File: config.mk
export PLATFORM = sky130hd
export DESIGN_NAME = dma_ctrl
export DESIGN_NICKNAME = d
export VERILOG_FILES = /design/src/rtl/dma_pkg.sv /design/src/rtl/dma_addr_counter.sv /design/src/rtl/dma_ctrl.sv
export SDC_FILE = /design/constraint.sdc
export NUM_CORES = 1
export LEC_CHECK = 0
export CAP_MARGIN = 20
export CORE_MARGIN = 3
export CORE_UTILIZATION = 39
export DETAILED_ROUTE_END_ITERATION = 8
export PLACE_DENSITY = 0.7
export SLEW_MARGIN = 20
export SYNTH_ARGS = -nofsm -noshare
export SYNTH_HDL_FRONTEND = slang
export SYNTH_SLANG_ARGS = --single-unit
File: constraint.sdc
create_clock -name clk -period 6.96 [get_ports clk]
set_input_delay 1.392 -clock clk [delete_from_list [all_inputs] [get_ports clk]]
set_output_delay 1.392 -clock clk [all_outputs]
set_load 0.02 [all_outputs]
File: src/rtl/dma_pkg.sv
// Shared types and constants for the DMA controller slice.
package dma_pkg;

    // Command encoding as driven by mips_pipeline; 2'b11 is reserved and acts as "none".
    typedef enum logic [1:0] {
        DMA_NONE = 2'b00,
        DMA_D2S  = 2'b01,
        DMA_S2D  = 2'b10
    } dma_cmd_t;

    // Transfer sequencer states.
    typedef enum logic [2:0] {
        IDLE     = 3'd0,
        RD_REQ   = 3'd1,
        RD_WAIT  = 3'd2,
        SR_WRITE = 3'd3,
        SR_READ  = 3'd4,
        SR_WAIT  = 3'd5,
        WR_REQ   = 3'd6,
        DONE     = 3'd7
    } dma_state_t;

    // Word counter width; the largest transfer is therefore 1023 words.
    localparam int DMA_CNT_W     = 10;
    localparam int DMA_MAX_WORDS = 1023;

    // Only the two defined directions start a transfer.
    function automatic logic cmd_is_valid(input logic [1:0] cmd);
        return (cmd == DMA_D2S) || (cmd == DMA_S2D);
    endfunction

endpackage

File: src/rtl/dma_addr_counter.sv
// Holds the latched source/destination/width of a transfer plus the word index,
// and presents the current SRAM word addresses and DDR byte addresses.
module dma_addr_counter
    import dma_pkg::*;
#(
    parameter int SRAM_AW = 14,
    parameter int DDR_AW  = 32
) (
    input  logic                 clk,
    input  logic                 reset,
    input  logic                 load,
    input  logic                 inc,
    input  logic [31:0]          src,
    input  logic [31:0]          dst,
    input  logic [DMA_CNT_W-1:0] width,
    output logic [SRAM_AW-1:0]   sram_src_addr,
    output logic [SRAM_AW-1:0]   sram_dst_addr,
    output logic [DDR_AW-1:0]    ddr_src_addr,
    output logic [DDR_AW-1:0]    ddr_dst_addr,
    output logic                 last
);

    logic [31:2]          src_q;
    logic [31:2]          dst_q;
    logic [DMA_CNT_W-1:0] width_q;
    logic [DMA_CNT_W-1:0] idx;
    logic [31:0]          idx_bytes;
    logic [31:0]          ddr_src_full;
    logic [31:0]          ddr_dst_full;

    // Byte-offset bits of the command addresses carry no information (word aligned).
    logic unused_low_bits;
    assign unused_low_bits = ^{src[1:0], dst[1:0]};

    // Latch the command on acceptance, then step the word index once per moved word.
    always_ff @(posedge clk or posedge reset) begin
        if (reset) begin
            src_q   <= '0;
            dst_q   <= '0;
            width_q <= '0;
            idx     <= '0;
        end else if (load) begin
            src_q   <= src[31:2];
            dst_q   <= dst[31:2];
            width_q <= width;
            idx     <= '0;
        end else if (inc) begin
            idx <= idx + DMA_CNT_W'(1);
        end
    end

    // DDR addresses wrap modulo 2^32; SRAM word addresses wrap modulo 2^SRAM_AW.
    assign idx_bytes     = {{(30 - DMA_CNT_W){1'b0}}, idx, 2'b00};
    assign ddr_src_full  = {src_q, 2'b00} + idx_bytes;
    assign ddr_dst_full  = {dst_q, 2'b00} + idx_bytes;
    assign ddr_src_addr  = ddr_src_full[DDR_AW-1:0];
    assign ddr_dst_addr  = ddr_dst_full[DDR_AW-1:0];
    assign sram_src_addr = src_q[SRAM_AW+1:2] + SRAM_AW'(idx);
    assign sram_dst_addr = dst_q[SRAM_AW+1:2] + SRAM_AW'(idx);

    // The word currently in flight is the final one of the transfer.
    assign last = ((idx + DMA_CNT_W'(1)) == width_q);

endmodule

File: src/rtl/dma_ctrl.sv
// DMA controller fed by mips_pipeline's DMA command outputs. Moves dmaWidth words
// between DDR and SRAM (01 = DDR->SRAM, 10 = SRAM->DDR) while stalling the CPU.
// Optional build macro: DMA_STATS_EN adds dmaCycles, the stall-cycle count of the
// current or most recent transfer.
//
// DDR handshake: a request is offered while ddrReq=1 and is taken on a clock edge
// where ddrReady=1; until then ddrReq, ddrWe, ddrAddr and ddrWd hold their values.
// Read data is taken on the first ddrRvalid=1 seen in RD_WAIT and ignored elsewhere.
module dma_ctrl
    import dma_pkg::*;
#(
    parameter int SRAM_AW = 14,
    parameter int DDR_AW  = 32
) (
    input  logic               clk,
    input  logic               reset,
    input  logic [1:0]         dmaCmd,
    input  logic [31:0]        dmaSrcAddress,
    input  logic [31:0]        dmaDstAddress,
    input  logic [9:0]         dmaWidth,
    output logic               stall,
    output logic [SRAM_AW-1:0] sramAddr,
    output logic               sramWe,
    output logic [31:0]        sramWd,
    input  logic [31:0]        sramRd,
    output logic               ddrReq,
    output logic               ddrWe,
    output logic [DDR_AW-1:0]  ddrAddr,
    output logic [31:0]        ddrWd,
    input  logic               ddrReady,
    input  logic               ddrRvalid,
    input  logic [31:0]        ddrRd,
`ifdef DMA_STATS_EN
    output logic [31:0]        dmaCycles,
`endif
    output logic [2:0]         dbg_state
);

    dma_state_t         state;
    dma_state_t         state_next;
    logic               cmd_ok;
    logic               accept;
    logic               cnt_inc;
    logic               last_word;
    logic [31:0]        data_q;
    logic [SRAM_AW-1:0] sram_src_addr;
    logic [SRAM_AW-1:0] sram_dst_addr;
    logic [DDR_AW-1:0]  ddr_src_addr;
    logic [DDR_AW-1:0]  ddr_dst_addr;

    assign cmd_ok    = cmd_is_valid(dmaCmd);
    assign accept    = (state == IDLE) && cmd_ok;
    // A word is finished when it is written to SRAM or its DDR write is taken.
    assign cnt_inc   = (state == SR_WRITE) || ((state == WR_REQ) && ddrReady);
    assign dbg_state = state;

    dma_addr_counter #(
        .SRAM_AW (SRAM_AW),
        .DDR_AW  (DDR_AW)
    ) u_addr_counter (
        .clk           (clk),
        .reset         (reset),
        .load          (accept),
        .inc           (cnt_inc),
        .src           (dmaSrcAddress),
        .dst           (dmaDstAddress),
        .width         (dmaWidth),
        .sram_src_addr (sram_src_addr),
        .sram_dst_addr (sram_dst_addr),
        .ddr_src_addr  (ddr_src_addr),
        .ddr_dst_addr  (ddr_dst_addr),
        .last          (last_word)
    );

    // State register; reset abandons any transfer in flight.
    always_ff @(posedge clk or posedge reset) begin
        if (reset) state <= IDLE;
        else       state <= state_next;
    end

    // Next-state sequencing of both transfer loops.
    always_comb begin
        state_next = state;
        unique case (state)
            IDLE: begin
                if (cmd_ok) begin
                    if (dmaWidth == '0)         state_next = DONE;
                    else if (dmaCmd == DMA_D2S) state_next = RD_REQ;
                    else                        state_next = SR_READ;
                end
            end
            RD_REQ:   if (ddrReady)  state_next = RD_WAIT;
            RD_WAIT:  if (ddrRvalid) state_next = SR_WRITE;
            SR_WRITE: state_next = last_word ? DONE : RD_REQ;
            SR_READ:  state_next = SR_WAIT;
            SR_WAIT:  state_next = WR_REQ;
            WR_REQ:   if (ddrReady) state_next = last_word ? DONE : SR_READ;
            DONE:     state_next = IDLE;
            default:  state_next = IDLE;
        endcase
    end

    // One-word buffer between the read side and the write side of each loop.
    always_ff @(posedge clk or posedge reset) begin
        if (reset) begin
            data_q <= '0;
        end else if ((state == RD_WAIT) && ddrRvalid) begin
            data_q <= ddrRd;
        end else if (state == SR_WAIT) begin
            data_q <= sramRd;
        end
    end

    // Outputs decoded from state; stall also covers the command cycle in IDLE.
    always_comb begin
        stall    = 1'b0;
        sramAddr = '0;
        sramWe   = 1'b0;
        sramWd   = '0;
        ddrReq   = 1'b0;
        ddrWe    = 1'b0;
        ddrAddr  = '0;
        ddrWd    = '0;
        unique case (state)
            IDLE: stall = cmd_ok && !reset;
            DONE: stall = 1'b0;
            default: stall = !reset;
        endcase
        unique case (state)
            RD_REQ: begin
                ddrReq  = 1'b1;
                ddrAddr = ddr_src_addr;
            end
            SR_WRITE: begin
                sramWe   = 1'b1;
                sramAddr = sram_dst_addr;
                sramWd   = data_q;
            end
            SR_READ: begin
                sramAddr = sram_src_addr;
            end
            WR_REQ: begin
                ddrReq  = 1'b1;
                ddrWe   = 1'b1;
                ddrAddr = ddr_dst_addr;
                ddrWd   = data_q;
            end
            default: begin
            end
        endcase
    end

`ifdef DMA_STATS_EN
    // Stall-cycle count: restarts at 1 on the accepting cycle, frozen once DONE is reached.
    always_ff @(posedge clk or posedge reset) begin
        if (reset)       dmaCycles <= '0;
        else if (accept) dmaCycles <= 32'd1;
        else if (stall)  dmaCycles <= dmaCycles + 32'd1;
    end
`endif

endmodule
==> results by group <==
Status
  • Run status: finished clean

Routing
  • Total detailed-routing wirelength: 23050 um
  • DR iter-0 viols: 358
  • ANT nets after route: 0
  • DRC violation count after routing: 0
  • Number of vias after detailed routing: 6947
  • First-pass DRT Iterations: 5
  • Average routed wire per standard cell: 17.35 um
  • Via-to-Cell Ratio: 5.227

CTS
  • Number of sinks on the clock net: 115
  • Clock tree from TritonCTS: done
  • Cell at the root of the clock tree: sky130_fd_sc_hd__clkbuf_16
  • Worst-path clk slew: 0.06 ns
  • Clock Tree Buf Depth: 2
  • Total clock buffers created by CTS: 17
  • Post-cts hold buffer count: 0
  • Skew-Pair Late Insertion Delay: 0.41 ns
  • H-tree levels: 4
  • PostCTS Resize Cnt: 0
  • Post-CTS setup-driven buffer insertion count: 0

Worst setup path
  • Critical path cell sequence: inv_1 > nor3_2 > mux2_2 > ha_1 > fa_1 > a21o_1 > a21oi_1 > o21ai_0 > nand3_1 > a31oi_1 > a21o_1 > a21oi_1 > clkdlybuf4s50_1
  • CP Launch Type: register
  • Top Family by Delay on Critical Path: compound AO/OA/AOI/OAI gates
  • Buf+Inv Stages, Crit Path: 2
  • Worst-path fanout max: 16
  • Required @ worst endpoint: 5.57 ns
  • Crit path largest cell delay: 0.73 ns
  • Worst reg2reg path depth: 8
  • Levels on crit path: 13
  • Endpoint type of the worst setup path: output port
  • Category of the most critical setup path: register to output port
  • Crit path DAT: 4.93 ns
  • Slowest-stage cell, CP: sky130_fd_sc_hd__dfrtp_1

Timing
  • Worst rel slew slack: 0.2830
  • Count of endpoints failing hold in the final timing report: 0
  • Slew Limit Fails: 0
  • Clk_skew: 0.007378 ns
  • Setup violations, final: 0
  • Worst Tran Pin Value: 1.075 ns
  • Final sum of negative setup slack: 0 ns
  • Unrepaired setup endpoints after global routing: no
  • Post-layout worst setup margin: 0.6332 ns
  • Final period util: 0.9090
  • Post-layout min period: 6.327 ns
  • Achievable frequency: 0.1581 GHz

Synthesis
  • Seq/Total Area, Yosys: 0.3788
  • Top-area cell type share of the netlist area: 0.3788
  • Top cells by instance count after synthesis: sky130_fd_sc_hd__nand2_1, sky130_fd_sc_hd__dfrtp_1, sky130_fd_sc_hd__mux2_2
  • Synthesized area divided by synthesized cell count: 9.299 um2
  • Area share of fa/ha/maj cells after synthesis: 0.04150
  • Async SR Flop Fraction: 1.000
  • Mux share of post-synthesis cell area: 0.1596
  • Post-Synth Simple-Gate Area: 0.2194
  • Distinct cells, synth: 64
  • Register bit count reported by yosys: 115
  • Largest cells by area after synthesis: sky130_fd_sc_hd__dfrtp_1, sky130_fd_sc_hd__mux2_2, sky130_fd_sc_hd__nand2_1, sky130_fd_sc_hd__and2_1, sky130_fd_sc_hd__mux2i_1
  • Post-synthesis compound-gate area fraction: 0.1087
  • Ys flop type: sky130_fd_sc_hd__dfrtp_1
  • Main combinational cell family by area after synthesis: simple AND/OR/NAND/NOR gates
  • Xor and xnor area share after synthesis: 0.05649
  • Combined area of all synthesized cells: 7597 um2
  • Cell with the most instances after synthesis: sky130_fd_sc_hd__nand2_1
  • Largest area contributor in the netlist: sky130_fd_sc_hd__dfrtp_1
  • Post-synth EDFFs: 0
  • Post-Synthesis Cells: 817
  • Number of synthesis warnings: 0

Layout
  • Non-Filler Cell Area, Final: 10930 um2
  • Layout overhead on the synthesized area: 43.87%
  • Fraction of layout cells with a size suffix above 1: 0.1328
  • Final-stage net count: 1224
  • FILL cells: 1725
  • Antenna cells: 0

Power
  • Fraction of power consumed by the clock network: 0.181
  • Cell internal power dissipation: 2.685 mW
  • Maximum VDD drop: 165.8 uV
  • Switching power: 1.944 mW
  • Reg power frac: 0.281
  • Cell Pwr Density: 423.5 nW/um2
  • Proportion of power drawn by combinational gates: 0.539
  • Lkg Pwr: 4.648 nW
  • Switching Fraction: 0.4199

Floorplanning
  • Row cnt: 50
  • Die outline width: 145.6 um
  • Die area: 21190 um2
  • Std-Cell Core Area: 18890 um2
  • Initial standard-cell utilization of the core: 0.4021
  • Boundary pin count: 261
  • Floorplan die height: 145.6 um

Global route
  • All-layer global routing usage: 0.2153
  • GRT overflow: 0
  • Largest net degree at the start of global routing: 83
  • Via count of the first global-routing pass: 7105
  • Global-route wire length before repair: 37030 um
  • Initial antenna violation count: 0

Placement
  • Count of port buffers added during placement: 254
  • Final weighted congestion in routability-driven placement: 0.8523
  • Total half-perimeter wirelength after legalization and detailed placement: 16860 um
  • Worst setup slack before clock tree synthesis: 1.107 ns
  • Placement-stage cell area: 10360 um2

Hold path
  • Number of stages on the worst hold path: 2
  • Hold WC Path Type: register to register

Job
  • Max-capacitance violation count: 0
[path summary, 6_finish.rpt]
path	start	end	slack, ns
max in group asynchronous	reset	u_addr_counter.dst_q[16]	4.15
min reg2reg	data_q[27]	data_q[27]	0.48
max	dbg_state[2]	sramAddr[12]	0.63
min in group asynchronous	reset	data_q[11]	1.53
min	data_q[27]	data_q[27]	0.48
max reg2reg	u_addr_counter.idx[1]	dbg_state[1]	4.17
[area by class of cell]
class	instances	area, um2	share of cell area
Tap cell	260	325.3	0.02976
Timing Repair Buffer	267	2638	0.2413
Sequential cell	115	2878	0.2633
Clock buffer	20	456.7	0.04178
Clock inverter	12	107.6	0.009844
Inverter	11	43.79	0.004006
Multi-Input combinational cell	644	4482	0.4100
[cells in the final DEF, fill, tap and decap left out, types with 10 or more instances in the layout]
cell,count
sky130_fd_sc_hd__and2_1,66
sky130_fd_sc_hd__nor2_1,56
sky130_fd_sc_hd__xnor2_1,23
sky130_fd_sc_hd__nand3_1,21
sky130_fd_sc_hd__buf_4,12
sky130_fd_sc_hd__nand2_1,128
sky130_fd_sc_hd__xor2_1,26
sky130_fd_sc_hd__mux2i_1,30
sky130_fd_sc_hd__dfrtp_1,115
sky130_fd_sc_hd__a22oi_1,22
sky130_fd_sc_hd__mux2_2,81
sky130_fd_sc_hd__a21oi_1,20
sky130_fd_sc_hd__ha_1,22
sky130_fd_sc_hd__clkdlybuf4s50_1,254
sky130_fd_sc_hd__clkbuf_16,17
sky130_fd_sc_hd__o21ai_0,30
sky130_fd_sc_hd__a21o_1,10
[registers in the layout (all words and copies together) (netlist names)]
signal and count:
u_addr_counter.idx 10, dbg_state 3, u_addr_counter.width_q 10, u_addr_counter.src_q 30
data_q 32, u_addr_counter.dst_q 30
[per-layer routing]
| metal | routed length (um) | track usage | vias to the layer above |
|---|---|---|---|
| li1 | - | - | 3331 |
| met4 | 243 | 0.04416 | 0 |
| met3 | 1924 | 0.07786 | 22 |
| met5 | 0 | 0 | - |
| met1 | 9785 | 0.2619 | 3312 |
| met2 | 11100 | 0.3695 | 282 |
[power by group through the flow]
stage          clock network, mW  logic [mW]  registers [mW]
6_report                   0.836        2.49            1.30
4_1_cts                    0.853        2.51            1.30
3_5_place_dp                   0        2.50            1.30
5_1_grt                    0.884        2.74            1.35
2_1_floorplan                  0        1.74            1.18
3_3_place_gp                   0        2.46            1.29
[worst register-to-register path, stage by stage (launching register included)]
cell and delay (ns):
sky130_fd_sc_hd__dfrtp_1 0.59, sky130_fd_sc_hd__ha_1 0.34, sky130_fd_sc_hd__and3_1 0.27, sky130_fd_sc_hd__nand3_1 0.14
sky130_fd_sc_hd__a2111oi_0 0.43, sky130_fd_sc_hd__nand2_1 0.10, sky130_fd_sc_hd__nor4_1 0.53, sky130_fd_sc_hd__o211ai_1 0.17
sky130_fd_sc_hd__o211ai_1 0.13
[per-stage QoR]
stage / hold WS [ns] / util / total power [mW] / cells
floorplan: 0.4514 / - / 2.917 / 818
global placement: 0.4642 / 0.5483 / 3.749 / 1296
detailed placement: 0.4724 / 0.5483 / 3.802 / 1296
CTS: 0.4866 / 0.5781 / 4.663 / 1328
global route: 0.5135 / 0.5785 / 4.973 / 1329
finish: 0.4833 / 0.5785 / 4.629 / 1329
[kinds of logic (layout without fill, tap and decap cells)]
| logic type | Yosys count | after routing |
|---|---|---|
| AO/OA/AOI/OAI | 122 | 122 |
| XOR/XNOR | 49 | 49 |
| adder cells (fa/ha/maj) | 24 | 24 |
| buffers and inverters | 59 | 310 |
| flip-flops | 115 | 115 |
| multiplexers | 111 | 111 |
| other | 1 | 2 |
| AND/OR/NAND/NOR | 336 | 336 |
Power figures use the tool's default switching activity.
